File: config.mk
export PLATFORM = sky130hd
export DESIGN_NAME = memory_stage_ctrl_flat
export DESIGN_NICKNAME = d
export VERILOG_FILES = /design/src/rtl/memory_stage_ctrl_pkg.sv /design/src/rtl/memory_stage_ctrl_if.sv /design/src/rtl/memory_stage_ctrl_mem_wait_counter.sv /design/src/rtl/memory_stage_ctrl.sv /design/src/flat_wrapper.sv
export SDC_FILE = /design/constraint.sdc
export NUM_CORES = 1
export LEC_CHECK = 0
export ABC_AREA = 0
export CAP_MARGIN = 5
export CELL_PAD_IN_SITES_DETAIL_PLACEMENT = 1
export CELL_PAD_IN_SITES_GLOBAL_PLACEMENT = 1
export CORE_ASPECT_RATIO = 2
export CORE_MARGIN = 2
export CORE_UTILIZATION = 24
export DETAILED_ROUTE_END_ITERATION = 8
export GPL_TIMING_DRIVEN = 0
export PLACE_DENSITY_LB_ADDON = 0.1
export SYNTH_ARGS = -nofsm -noshare
export SYNTH_HDL_FRONTEND = slang
export SYNTH_HIERARCHICAL = 1
export SYNTH_SLANG_ARGS = --single-unit
File: constraint.sdc
create_clock -name clk -period 2.7 [get_ports clk]
set_input_delay 0.54 -clock clk [delete_from_list [all_inputs] [get_ports clk]]
set_output_delay 0.54 -clock clk [all_outputs]
set_load 0.02 [all_outputs]
File: src/rtl/memory_stage_ctrl_pkg.sv
// Shared definitions for the memory-stage controller: FSM state encodings and
// common constants.
package memory_stage_ctrl_pkg;

  typedef enum logic [1:0] {
    MEM_IDLE = 2'b00,
    MEM_WAIT = 2'b01,
    MEM_HOLD = 2'b10
  } mem_state_e;

  localparam logic [15:0] ZERO16 = 16'h0000;

endpackage

File: src/rtl/memory_stage_ctrl_if.sv
// Data-memory request/response bus between the memory-stage controller
// (master) and the cache-backed data memory (slave).
interface memory_stage_ctrl_if;

  logic [15:0] mem_addr;
  logic [15:0] mem_data_in;
  logic        mem_rd;
  logic        mem_wr;
  logic        mem_done;
  logic        mem_stall;
  logic [15:0] mem_data_out;

  modport master (
    output mem_addr, mem_data_in, mem_rd, mem_wr,
    input  mem_done, mem_stall, mem_data_out
  );

  modport slave (
    input  mem_addr, mem_data_in, mem_rd, mem_wr,
    output mem_done, mem_stall, mem_data_out
  );

endinterface

File: src/rtl/memory_stage_ctrl_mem_wait_counter.sv
// Cycle counter with synchronous clear and enable, flagging when it reaches
// LIMIT. Shared with the fetch-side controller.
module mem_wait_counter #(
  parameter int CNT_W = 7,
  parameter int LIMIT = 64
) (
  input  logic clk,
  input  logic rst,
  input  logic clr,
  input  logic en,
  output logic tc
);

  logic [CNT_W-1:0] count;

  // NOTE: sequential state is updated with non-blocking assignments only, so
  // every flop samples the pre-edge values regardless of block ordering.
  always_ff @(posedge clk) begin
    if (rst || clr) begin
      count <= '0;
    end else if (en) begin
      count <= count + 1'b1;
    end
  end

  assign tc = (count == CNT_W'(LIMIT));

endmodule

File: src/rtl/memory_stage_ctrl.sv
// Memory-stage controller: issues loads/stores to a multi-cycle data memory,
// freezes the pipeline while a miss is outstanding, and flags errors.
module memory_stage_ctrl
  import memory_stage_ctrl_pkg::*;
#(
  parameter int TIMEOUT_CYCLES = 64,
  parameter int CNT_W          = 7
) (
  input  logic                       clk,
  input  logic                       global_rst,
  input  logic                       valid_EM,
  input  logic                       mem_read_en_EM,
  input  logic                       mem_write_en_EM,
  input  logic [15:0]                ALU_result_EM,
  input  logic [15:0]                write_data_EM,
  memory_stage_ctrl_if.master        mem,
  output logic [15:0]                read_data_MWB_in,
  output logic                       freeze_pipe,
  output logic                       align_err,
  output logic                       timeout_err
);

  mem_state_e  state;
  logic [15:0] hold_q;
  logic        req, misaligned, aligned_req, issue, hit, miss_issue;
  logic        cnt_en, cnt_tc;

  assign req         = valid_EM & (mem_read_en_EM | mem_write_en_EM);
  assign misaligned  = req & ALU_result_EM[0];
  assign aligned_req = req & ~ALU_result_EM[0];
  assign issue       = (state == MEM_IDLE) & aligned_req & ~mem.mem_stall;
  assign hit         = issue & mem.mem_done;
  assign miss_issue  = issue & ~mem.mem_done;

  assign mem.mem_addr    = ALU_result_EM;
  assign mem.mem_data_in = write_data_EM;

  // Counter holds the WAIT-cycle index: it steps to 1 on the issuing cycle.
  assign cnt_en = miss_issue | (state == MEM_WAIT);

  mem_wait_counter #(
    .CNT_W (CNT_W),
    .LIMIT (TIMEOUT_CYCLES)
  ) u_wait_counter (
    .clk (clk),
    .rst (global_rst),
    .clr (~cnt_en),
    .en  (cnt_en),
    .tc  (cnt_tc)
  );

  // NOTE: every output gets a default before the case so no path leaves a
  // value unassigned, which would otherwise infer a latch.
  always_comb begin
    mem.mem_rd       = 1'b0;
    mem.mem_wr       = 1'b0;
    freeze_pipe      = 1'b0;
    read_data_MWB_in = ZERO16;
    case (state)
      MEM_IDLE: begin
        if (issue) begin
          mem.mem_rd = mem_read_en_EM;
          mem.mem_wr = mem_write_en_EM & ~mem_read_en_EM;
        end
        freeze_pipe      = aligned_req & ~hit;
        read_data_MWB_in = hit ? mem.mem_data_out : ZERO16;
      end
      MEM_WAIT: freeze_pipe = 1'b1;
      MEM_HOLD: read_data_MWB_in = hold_q;
      default: ;
    endcase
  end

  always_ff @(posedge clk) begin
    if (global_rst) begin
      state       <= MEM_IDLE;
      hold_q      <= ZERO16;
      align_err   <= 1'b0;
      timeout_err <= 1'b0;
    end else begin
      case (state)
        MEM_IDLE: begin
          if (misaligned) align_err <= 1'b1;
          if (miss_issue) state <= MEM_WAIT;
        end
        MEM_WAIT: begin
          if (mem.mem_done) begin
            hold_q <= mem.mem_data_out;
            state  <= MEM_HOLD;
          end else if (cnt_tc) begin
            timeout_err <= 1'b1;
            hold_q      <= ZERO16;
            state       <= MEM_HOLD;
          end
        end
        // The completed instruction is still in EX/MEM here; never re-issue.
        MEM_HOLD: state <= MEM_IDLE;
        default:  state <= MEM_IDLE;
      endcase
    end
  end

endmodule

File: src/flat_wrapper.sv
// flat-port wrapper written by rule: the top's interface ports become plain ports
module memory_stage_ctrl_flat import memory_stage_ctrl_pkg::*;
#(
  parameter int TIMEOUT_CYCLES = 64,
  parameter int CNT_W          = 7
)
  (clk, global_rst, valid_EM, mem_read_en_EM, mem_write_en_EM, ALU_result_EM, write_data_EM, read_data_MWB_in, freeze_pipe, align_err, timeout_err, mem_mem_addr, mem_mem_data_in, mem_mem_rd, mem_mem_wr, mem_mem_done, mem_mem_stall, mem_mem_data_out);
  memory_stage_ctrl_if mem_i ();
  input  logic clk;
  input  logic global_rst;
  input  logic valid_EM;
  input  logic mem_read_en_EM;
  input  logic mem_write_en_EM;
  input  logic [15:0] ALU_result_EM;
  input  logic [15:0] write_data_EM;
  output logic [15:0] read_data_MWB_in;
  output logic freeze_pipe;
  output logic align_err;
  output logic timeout_err;
  output wire logic [$bits(mem_i.mem_addr)-1:0] mem_mem_addr;
  output wire logic [$bits(mem_i.mem_data_in)-1:0] mem_mem_data_in;
  output wire logic [$bits(mem_i.mem_rd)-1:0] mem_mem_rd;
  output wire logic [$bits(mem_i.mem_wr)-1:0] mem_mem_wr;
  input wire logic [$bits(mem_i.mem_done)-1:0] mem_mem_done;
  input wire logic [$bits(mem_i.mem_stall)-1:0] mem_mem_stall;
  input wire logic [$bits(mem_i.mem_data_out)-1:0] mem_mem_data_out;
  assign mem_mem_addr = mem_i.mem_addr;
  assign mem_mem_data_in = mem_i.mem_data_in;
  assign mem_mem_rd = mem_i.mem_rd;
  assign mem_mem_wr = mem_i.mem_wr;
  assign mem_i.mem_done = mem_mem_done;
  assign mem_i.mem_stall = mem_mem_stall;
  assign mem_i.mem_data_out = mem_mem_data_out;
  memory_stage_ctrl #(.TIMEOUT_CYCLES(TIMEOUT_CYCLES), .CNT_W(CNT_W)) u_core (.clk(clk), .global_rst(global_rst), .valid_EM(valid_EM), .mem_read_en_EM(mem_read_en_EM), .mem_write_en_EM(mem_write_en_EM), .ALU_result_EM(ALU_result_EM), .write_data_EM(write_data_EM), .mem(mem_i), .read_data_MWB_in(read_data_MWB_in), .freeze_pipe(freeze_pipe), .align_err(align_err), .timeout_err(timeout_err));
endmodule
### Word level (Yosys, flattened, before mapping)

Cells that the tools add are included.
Widths: inputs -> output; s select.

* bits in registers: 27
* logic and storage cells: 48

* add/subtract/negate cells: 1
* equal/unequal tests: 5
* multiplexer cells: 13
* bitwise gates (word level): 17
* reductions and logical operators: 7

Operators by type and width (number)
* $mux 16: 3
* $pmux 16 s2: 1
* $and 1x1->1: 9
* $add 7x1->7 const B: 1
* $eq 7x7->1 const B: 1
* $mux 2: 3
* $not 1->1: 6
* $reduce_and 2->1: 3
* $mux 1: 4
* $pmux 2 s2: 1
* $ne 3x2->1 const B: 1
* $reduce_and 3->1: 1
* $eq 2x1->1 const B: 1
* $eq 2x2->1 const B: 1
* $logic_not 2->1: 1
* $ne 2x1->1 const B: 1
* $or 1x1->1: 2
* $pmux 1 s2: 1
* $reduce_bool 2->1: 1
* $logic_or 1x1->1: 1

### Logic depth before layout (Yosys ltp)

Gate-level depths: netlist of the first run.

* depth after elaboration: 9
* gate-level depth with buffers: 8
* depth with buffers taken out: 7

### Modules after synthesis

The synthesis of the first run kept the hierarchy.

Modules (own cells, without submodules)
* memory_stage_ctrl: instances 1, cells each 132, area each 1198.6 um2
* mem_wait_counter: instances 1, cells each 38, area each 337.8 um2

### Worst setup path before layout of the first run

No wires, ideal clock.

* path type: in2out
* from: input ALU_result_EM[0]
* to: output read_data_MWB_in[10]
* arrival: 1.546 ns
* slack: 0.614 ns
* cell stages on the path: 4
* cells stage by stage: nor3b_2 -> nor4b_4 -> buf_6 -> a22o_1

* word-level cells in the longest chain between the ends: 7

Ends and longest elaborated chain
* start: declaration: RTL line flat_wrapper.sv:14 `input logic [15:0] ALU_result_EM;`
* $not 1->1: RTL line memory_stage_ctrl.sv:30 `assign aligned_req = req & ~ALU_result_EM[0];`
* $and 1x1->1: RTL line memory_stage_ctrl.sv:30
* $and 1x1->1 (2 in a row): RTL line memory_stage_ctrl.sv:31 `assign issue = (state == MEM_IDLE) & aligned_req & ~mem.mem_stall;`
* $and 1x1->1: RTL line memory_stage_ctrl.sv:32 `assign hit = issue & mem.mem_done;`
* $mux 16: RTL line memory_stage_ctrl.sv:66 `read_data_MWB_in = hit ? mem.mem_data_out : ZERO16;`
* $pmux 16 s2: RTL line memory_stage_ctrl.sv:59 `case (state)`
* end: declaration: RTL line flat_wrapper.sv:16 `output logic [15:0] read_data_MWB_in;`

Every way passes these cells.

### Final worst setup path of the first run

* from: input mem_read_en_EM
* to: output read_data_MWB_in[12]

* word-level cells in the longest chain between the ends: 8

Ends and longest elaborated chain
* start: declaration: RTL line flat_wrapper.sv:12 `input logic mem_read_en_EM;`
* $or 1x1->1: RTL line memory_stage_ctrl.sv:28 `assign req = valid_EM & (mem_read_en_EM | mem_write_en_EM);`
* $and 1x1->1: RTL line memory_stage_ctrl.sv:28
* $and 1x1->1: RTL line memory_stage_ctrl.sv:30
* $and 1x1->1 (2 in a row): RTL line memory_stage_ctrl.sv:31
* $and 1x1->1: RTL line memory_stage_ctrl.sv:32
* $mux 16: RTL line memory_stage_ctrl.sv:66
* $pmux 16 s2: RTL line memory_stage_ctrl.sv:59

Every way passes these cells.

==> results of run 1 <==
-- what timing repair did --
action                     4_1_cts  5_1_grt
resized for setup               65       11
hold buffers                     0        0
gates cloned                     0        1
setup endpoints to repair       18       18
pin swaps                        1        2
buffers inserted                 2        1
-- state kept, by name (all words and copies together), names as in the netlist --
register,count
u_core/state,2
u_core/align_err,1
u_core/timeout_err,1
u_core/u_wait_counter/count,7
u_core/hold_q,16
-- worst reg2reg max path: cells and delay by family, from the launching register on --
kind	cells	cell delay (ns)
DFF	1	0.35
buffers and inverters	2	0.25
adders and majority gates	1	0.13
AOI/OAI and AO/OA	2	0.42
and+or+nand+nor	3	1.04
-- worst max-delay path by stage --
stage,depth (start not counted),startpoint,endpoint,slack (ns)
finish,6,mem_read_en_EM,read_data_MWB_in[12],0.15
global placement,6,ALU_result_EM[0],read_data_MWB_in[7],-0.70
floorplan,4,ALU_result_EM[0],read_data_MWB_in[10],0.61
CTS,6,valid_EM,read_data_MWB_in[9],0.0002
global route,6,mem_read_en_EM,read_data_MWB_in[13],0.05
detailed placement,6,ALU_result_EM[0],read_data_MWB_in[7],-0.71
-- through the flow --
| step | utilization | area [sq um] | std cells |
|---|---|---|---|
| after detailed placement | 0.3842 | 2405 | 332 |
| final | 0.3930 | 2460 | 340 |
| after global routing | 0.3930 | 2460 | 340 |
| after CTS | 0.3892 | 2436 | 338 |
| after floorplan | - | 1536 | 170 |
| after global placement | 0.3842 | 2405 | 332 |
-- report_power, final --
part | internal [uW] | switching, uW | leakage, uW
sequential | 401 | 1.99 | 0.000218
combinational | 122 | 91.9 | 0.000803
clock | 200 | 139 | 0.0000409
total | 723 | 233 | 0.00106
-- kinds of logic (layout without fill, tap and decap cells) --
kind of cell	after synthesis	count (layout)	synth area share
adder cells (fa/ha/maj)	2	2	0.01628
AND/OR/NAND/NOR	42	42	0.1751
XOR/XNOR	4	4	0.02281
buffers and inverters	45	129	0.1946
flip-flops	27	27	0.3518
AO/OA/AOI/OAI	49	49	0.2329
multiplexers	1	1	0.006515
-- cell usage after synthesis, drive strengths merged, types with 3 or more instances --
master	count	area [sq um]
nor2	10	37.54
clkbuf	5	18.77
nand2	9	33.78
a21oi	9	45.04
dfxtp	27	540.5
o21ai	9	45.04
inv	4	15.01
a22o	26	227.7
buf	36	265.3
nand2b	3	18.77
nand4	3	25.02
xor2	3	26.28
-- routing by layer --
| metal | part of all wire | track usage | wire (microns) |
|---|---|---|---|
| met3 | 0.047 | 0.01648 | 215 |
| met1 | 0.33 | 0.1285 | 1529 |
| met2 | 0.61 | 0.2538 | 2814 |
| met4 | 0.010 | 0.03913 | 46 |
| met5 | 0 | 0 | 0 |
-- area by class of cell --
type / instances / area [sq um]
clock buffers: 3 / 75.07
fillers: 760 / 3799
flip-flops and latches: 27 / 540.5
inverters: 4 / 15.01
multi-input cells: 98 / 703.2
plain buffers: 41 / 284.0
repair buffers: 80 / 729.5
well taps: 86 / 107.6
clock inverters: 1 / 5.005
==> results.cfg, run 1 <==
[timing]
finalHoldViolCount = 0
drv_slew = 0
period_share = 0.9428
setup-tns-final_ns = 0
final.setup_skew_ns = 0.003065
setup_viol_count_final = 0
setup_slack_ns = 0.1544
rsz0062_at_grt = no
relSlewSlack = 0.5542
tightestPinTransition_ns = 0.6650
fmax_mhz = 392.8
min_period_ns = 2.546
timing.hold.ws_ns = 0.4516

[route]
drcViolationCount = 0
drt-total-wl_mm = 4.606
wl_per_cell_microns = 13.55
drtIter0Drc = 28
ant_nets = 0
avgViaCountPerCell = 4.409
dr.pass1.iters = 4
vias = 1499

[power]
finalPower_uw = 956.8
ir_drop_v = 0.0001636
power_density_nw_per_um2 = 389.0
p_leak_uw = 0.001061

[logic_synthesis]
ys_types = 41
synth_nets = 227
ys_async_sr_fraction = 0
netlist_instances = 170
synth_area_per_cell_sq_um = 9.038
yosys_most_used_dff = dfxtp_1
synth_seq_cells = 27
yosys_warnings = 6
synth_edf_count = 0
synth.cell_area_sq_um = 1536
synth.yosys.seq_area_share = 0.3518

[final_layout]
syn_to_final_growth_pct = 60.10
layout_common_cells = 54 x clkdlybuf4s50_1, 38 x buf_4, 27 x dfxtp_1
diodes = 0
drive_gt1_frac = 0.2677
final_common_cell = clkdlybuf4s50_1
nNetsFinal = 312

[floorplanning]
dieArea_sq_um = 7097
rows = 41
initial_core_util = 0.2455
die_w_microns = 60.58
ios = 108
die_y_microns = 117.2
coreArea_sq_um = 6259

[cts]
htree_levels = 1
clockBufferDepth = 2
clk_latency_ns = 0.26
root_buffer = clkbuf_16
clk_pin_slew_ns = 0.07
cts-buffers-inserted = 3
cts.sinks = 27
cts_tree = done

[critical_path]
regToRegStartpoint = u_core/u_wait_counter/count[0]$_SDFFE_PP0P_
critPathSlowestCell = clkdlybuf4s50_1
cpPeakStageDelay_ns = 0.50
r2r_slack_ns = 0.40
crit_arrival_ns = 2.01
crit_fanout = 5
cp_top_family = buffers and inverters
r2r_end = u_core/hold_q[0]$_SDFFE_PP0P_
crit_type = in -> out
worst-path-buf-inv = 3
rr_worst_depth = 8
crit_required_ns = 2.16
worstPathCellList = clkdlybuf4s50_1 -> nor2_1 -> nor4b_4 -> buf_4 -> a22o_1 -> buf_2
critPathLaunchType = input port
endpoint_kind = output port

[run_status]
status = complete, no violations

[worst_hold_path]
hold_path_depth = 2
holdPathEnd = u_core/align_err$_SDFFE_PP0P_
holdCritStartpoint = u_core/align_err$_SDFFE_PP0P_
hp-class = reg -> reg

[global_routing]
grt_pass1_vias = 1505
grt-ovfl-total = 0
grt_pass1_wl_mm = 6.975
antenna_found_initial = 0
grt_max_degree = 16
groute.usage.overall = 0.1274

[placed_design]
place_congestion = 0.6941
dp_hpwl_mm = 3.672
io_buffers = 76
dp_slack_ns = -0.7124

[run]
maxCapViolCount = 0
Power figures use the tool's default switching activity.
==> run 2: changes to the inputs <==
Settings changed: GPL_TIMING_DRIVEN 0 to 1.
==> run 2 against run 1 <==
Setup slack better by 0.0068 ns. Sequential power barely moved. Via count shrank 12%. Register-to-register slack barely moved. Fmax increased by 0.27%. Sequential share of layout area increased by 6.1 points. Utilization shrank 8.6 points. Total power decreased by 12%. Clock skew hardly changed. Critical path depth is the same. First-iteration DRC count rose by 3.6%. Highest routed layer unchanged.
==> results.cfg, run 2 (synthesis results as in run 1) <==
[run_status]
status = complete, no violations

[timing]
min_period_ns = 2.539
period_share = 0.9403
setup_viol_count_final = 0
fmax_mhz = 393.9
tightestPinTransition_ns = 0.7274
finalHoldViolCount = 0
drv_slew = 0
timing.hold.ws_ns = 0.4481
relSlewSlack = 0.5124
setup-tns-final_ns = 0
final.setup_skew_ns = 0.002955
rsz0062_at_grt = no

[critical_path]
critPathSlowestCell = clkdlybuf4s50_1
regToRegStartpoint = u_core/u_wait_counter/count[0]$_SDFFE_PP0P_
critPathLaunchType = input port
crit_type = in -> out
crit_fanout = 16
worst-path-buf-inv = 3
crit_arrival_ns = 2.00
cp_top_family = buffers and inverters
crit_required_ns = 2.16
cpPeakStageDelay_ns = 0.48
worstSetupStartpoint = valid_EM
endpoint_kind = output port
worstPathCellList = clkdlybuf4s50_1 -> nor3b_2 -> nor4b_4 -> buf_12 -> a22o_1 -> clkbuf_2

[global_routing]
grt_pass1_vias = 1464
antenna_found_initial = 0
use_met1 = 0.1189
grt_pass1_wl_mm = 6.734
grt-busiest-layer = met2
groute.usage.overall = 0.1237
grt_max_degree = 17
use_met2 = 0.2287
grt-ovfl-total = 0
met3_usage = 0.02967

[power]
p_leak_uw = 0.0007807
power_density_nw_per_um2 = 439.0
finalPower_uw = 844.8
ir_drop_v = 0.0001868

[final_layout]
final_cell_area_sq_um = 1924
largest_register = u_core/hold_q
final_common_cell = dfxtp_1
reg_top3 = u_core/hold_q: 16 flops, u_core/u_wait_counter/count: 7 flops, u_core/state: 2 flops
syn_to_final_growth_pct = 25.24
stdcell_count = 277
largest_register_ffs = 16
nNetsFinal = 249
fillers = 770
drive_gt1_frac = 0.2199
layout_common_cells = 27 x dfxtp_1, 26 x clkdlybuf4s50_1, 26 x a22o_1
diodes = 0

[floorplanning]
coreArea_sq_um = 6259
rows = 41
die_y_microns = 117.2
ios = 108
dieArea_sq_um = 7097
die_w_microns = 60.58
initial_core_util = 0.2455

[cts]
cts_hold_buf = 0
htree_levels = 1
cts_tree = done
cts_resized = 32
root_buffer = clkbuf_16
cts-buffers-inserted = 3
cts.sinks = 27
postCtsSetupBuffers = 0
clockBufferDepth = 2
clk_pin_slew_ns = 0.06
clk_latency_ns = 0.26

[placed_design]
io_buffers = 45
placed_cell_area_sq_um = 1921
place_congestion = 0.6721
dp_cells = 273
dp_hpwl_mm = 3.346

[route]
wl_per_cell_microns = 15.24
drtIter0Drc = 29
avgViaCountPerCell = 4.773
drcViolationCount = 0
ant_nets = 0
dr.pass1.iters = 4
drt-total-wl_mm = 4.221
vias = 1322

[worst_hold_path]
hp-class = reg -> reg
holdCritStartpoint = u_core/align_err$_SDFFE_PP0P_

[run]
maxCapViolCount = 0
run 2: stage by stage:
stage            util  setup WS [ns]
2_1_floorplan       -         0.6142
3_3_place_gp   0.3069        -0.2614
3_5_place_dp   0.3069        -0.2983
4_1_cts        0.3193      0.0004416
5_1_grt        0.3075        0.07690
6_report       0.3075         0.1611
run 2: layout make-up:
class	instances	area [sq um]	area share
multi-input combinational	98	696.9	0.3622
sequential	27	540.5	0.2809
timing repair buffer	58	484.2	0.2516
tap	86	107.6	0.05592
clock buffer	3	75.07	0.03901
inverter	4	15.01	0.007802
clock inverter	1	5.005	0.002601
run 2: where the power goes:
| group | internal [uW] | switching, uW | leakage [uW] |
|---|---|---|---|
| registers | 401 | 1.98 | 0.000218 |
| clock network | 200 | 135 | 0.0000409 |
| logic | 59.8 | 46.6 | 0.000522 |
run 2: layer usage:
metal / up-vias / routed length [microns]
met5: - / 0
met4: 0 / 130
met3: 16 / 250
met2: 47 / 2352
met1: 645 / 1488
li1: 614 / -
run 2: worst paths after layout:
| kind | endpoint | cells after the start | slack (ns) |
|---|---|---|---|
| setup / recovery | read_data_MWB_in[11] | 6 | 0.16 |
| hold / removal | u_core/align_err$_SDFFE_PP0P_ | 2 | 0.45 |
| setup reg to reg | u_core/hold_q[1]$_SDFFE_PP0P_ | 7 | 0.39 |
| hold reg to reg | u_core/align_err$_SDFFE_PP0P_ | 2 | 0.45 |
run 2: worst register-to-register path, stage by stage (launching register included):
cell and delay (ns):
dfxtp_1 0.36, inv_1 0.08, ha_1 0.14, or4b_1 0.43
nor3b_1 0.37, nor2_1 0.22, o21ba_1 0.36, a22o_1 0.25
==> run 3: changes to the inputs <==
Settings changed: CELL_PAD_IN_SITES_DETAIL_PLACEMENT 1 to 0, CELL_PAD_IN_SITES_GLOBAL_PLACEMENT 1 to 2, CORE_UTILIZATION 24 to 18.
==> run 3 against run 2 <==
First-iteration DRC count increased by 21%. Clock-buffer cell count unchanged. Register-to-register slack improved by 0.10 ns. Critical path type unchanged. Largest power group unchanged. Highest routed layer unchanged.
==> results.cfg, run 3 (synthesis results as in run 1) <==
[run_status]
status = complete, no violations

[floorplanning]
rows = 47
dieArea_sq_um = 9336
coreArea_sq_um = 8292
die_w_microns = 69.33
ios = 108
die_y_microns = 134.7
initial_core_util = 0.1853

[timing]
timing.hold.ws_ns = 0.4439
finalHoldViolCount = 0
min_period_ns = 2.641
tightestPinTransition_ns = 0.7296
drv_slew = 0
rsz0062_at_grt = yes
relSlewSlack = 0.5109
final.setup_skew_ns = 0.003731
period_share = 0.9781
setup_viol_count_final = 0
fmax_mhz = 378.7

[critical_path]
crit_type = in -> out
worstSetupStartpoint = valid_EM
crit_fanout = 16
crit_arrival_ns = 2.10
r2r_end = u_core/hold_q[2]$_SDFFE_PP0P_
cpPeakStageDelay_ns = 0.49
cp_top_family = buffers and inverters
regToRegStartpoint = u_core/u_wait_counter/count[0]$_SDFFE_PP0P_
worstPathCellList = clkdlybuf4s50_1 -> nor3b_2 -> nor4b_4 -> buf_12 -> a22o_1 -> clkdlybuf4s15_2
crit_required_ns = 2.16
critPathLaunchType = input port
rr_worst_depth = 7
endpoint = read_data_MWB_in[3]
cp.depth = 6
endpoint_kind = output port
worst-path-buf-inv = 3
r2r_slack_ns = 0.49
critPathSlowestCell = clkdlybuf4s50_1

[route]
drtIter0Drc = 35
drt-total-wl_mm = 4.350
met1_length_mm = 1.693
drcViolationCount = 0
avgViaCountPerCell = 4.368
ant_nets = 0
dr.pass1.iters = 4
wl_per_cell_microns = 14.95
wl_met2_mm = 2.279
top_layer = met4
vias = 1271
wl_met3_microns = 290

[placed_design]
place_congestion = 0.6509
placed_cell_area_sq_um = 1951
dp_hpwl_mm = 3.405
io_buffers = 45

[final_layout]
largest_register_ffs = 16
syn_to_final_growth_pct = 28.34
final_common_cell = dfxtp_1
layout_common_cells = 27 x dfxtp_1, 26 x clkdlybuf4s50_1, 26 x a22o_1
diodes = 0
nNetsFinal = 251
reg_top3 = u_core/hold_q: 16 flops, u_core/u_wait_counter/count: 7 flops, u_core/state: 2 flops
largest_register = u_core/hold_q
final_cell_area_sq_um = 1972
drive_gt1_frac = 0.2280
fillers = 890

[cts]
clockBufferDepth = 2
root_buffer = clkbuf_16
cts_hold_buf = 0
htree_levels = 1
cts_tree = done
cts-buffers-inserted = 3
clk_latency_ns = 0.27
cts.sinks = 27
clk_pin_slew_ns = 0.07

[global_routing]
grt_pass1_wl_mm = 7.272
grt-ovfl-total = 0
groute.usage.overall = 0.09743
antenna_found_initial = 0
grt_max_degree = 17
grt_pass1_vias = 1448

[run]
maxCapViolCount = 0

[worst_hold_path]
hp-class = reg -> reg

[power]
p_leak_uw = 0.0007703
power_density_nw_per_um2 = 440.3
ir_drop_v = 0.0001996
## run 3: worst min-delay path by stage
stage / start / to / slack, ns / cells past startpoint
6_report: u_core/align_err$_SDFFE_PP0P_ / u_core/align_err$_SDFFE_PP0P_ / 0.44 / 2
4_1_cts: u_core/align_err$_SDFFE_PP0P_ / u_core/align_err$_SDFFE_PP0P_ / 0.45 / 2
2_1_floorplan: u_core/hold_q[0]$_SDFFE_PP0P_ / u_core/hold_q[0]$_SDFFE_PP0P_ / 0.44 / 1
3_5_place_dp: u_core/align_err$_SDFFE_PP0P_ / u_core/align_err$_SDFFE_PP0P_ / 0.44 / 2
3_3_place_gp: u_core/align_err$_SDFFE_PP0P_ / u_core/align_err$_SDFFE_PP0P_ / 0.44 / 2
5_1_grt: u_core/align_err$_SDFFE_PP0P_ / u_core/align_err$_SDFFE_PP0P_ / 0.49 / 2
## run 3: cell type report
class / count / area [sq um] / share of cell area
timing repair buffer: 60 / 514.2 / 0.2608
clock inverter: 1 / 7.507 / 0.003807
sequential: 27 / 540.5 / 0.2741
clock buffer: 3 / 75.07 / 0.03807
tap: 98 / 122.6 / 0.06218
inverter: 4 / 15.01 / 0.007614
multi-input combinational: 98 / 696.9 / 0.3534
## run 3: per-stage QoR
stage	total power (uW)	TNS (ns)	setup WS, ns	utilization	std cells
finish	868.2	0	0.05909	0.2378	291
global route	904.5	-0.08643	-0.04034	0.2378	291
CTS	891.4	0	0.0002129	0.2454	291
detailed placement	526.3	-4.784	-0.2976	0.2353	287
global placement	526.3	-4.367	-0.2711	0.2353	287
floorplan	519.3	0	0.6142	-	170
## run 3: where the power goes
group	internal, uW	switching (uW)
clock network	202	155
registers	401	1.85
logic	60.9	47.4
total	664	204
## run 3: metal layers
| metal | global-route usage | up-vias |
|---|---|---|
| li1 | - | 622 |
| met5 | 0 | - |
| met2 | 0.1784 | 64 |
| met3 | 0.03955 | 5 |
| met1 | 0.09325 | 580 |
| met4 | 0.04575 | 0 |
## run 3: repair_timing
action                                  CTS  global route
endpoints found under the setup margin   18            17
setup buffers                             0             0
resized for setup                        37            14
## run 3: worst min-delay path, delay by kind of cell, from the launching register on
kind / cells / cell delay [ns]
DFF: 1 / 0.31
AOI/OAI and AO/OA: 1 / 0.05
buffers and inverters: 1 / 0.05
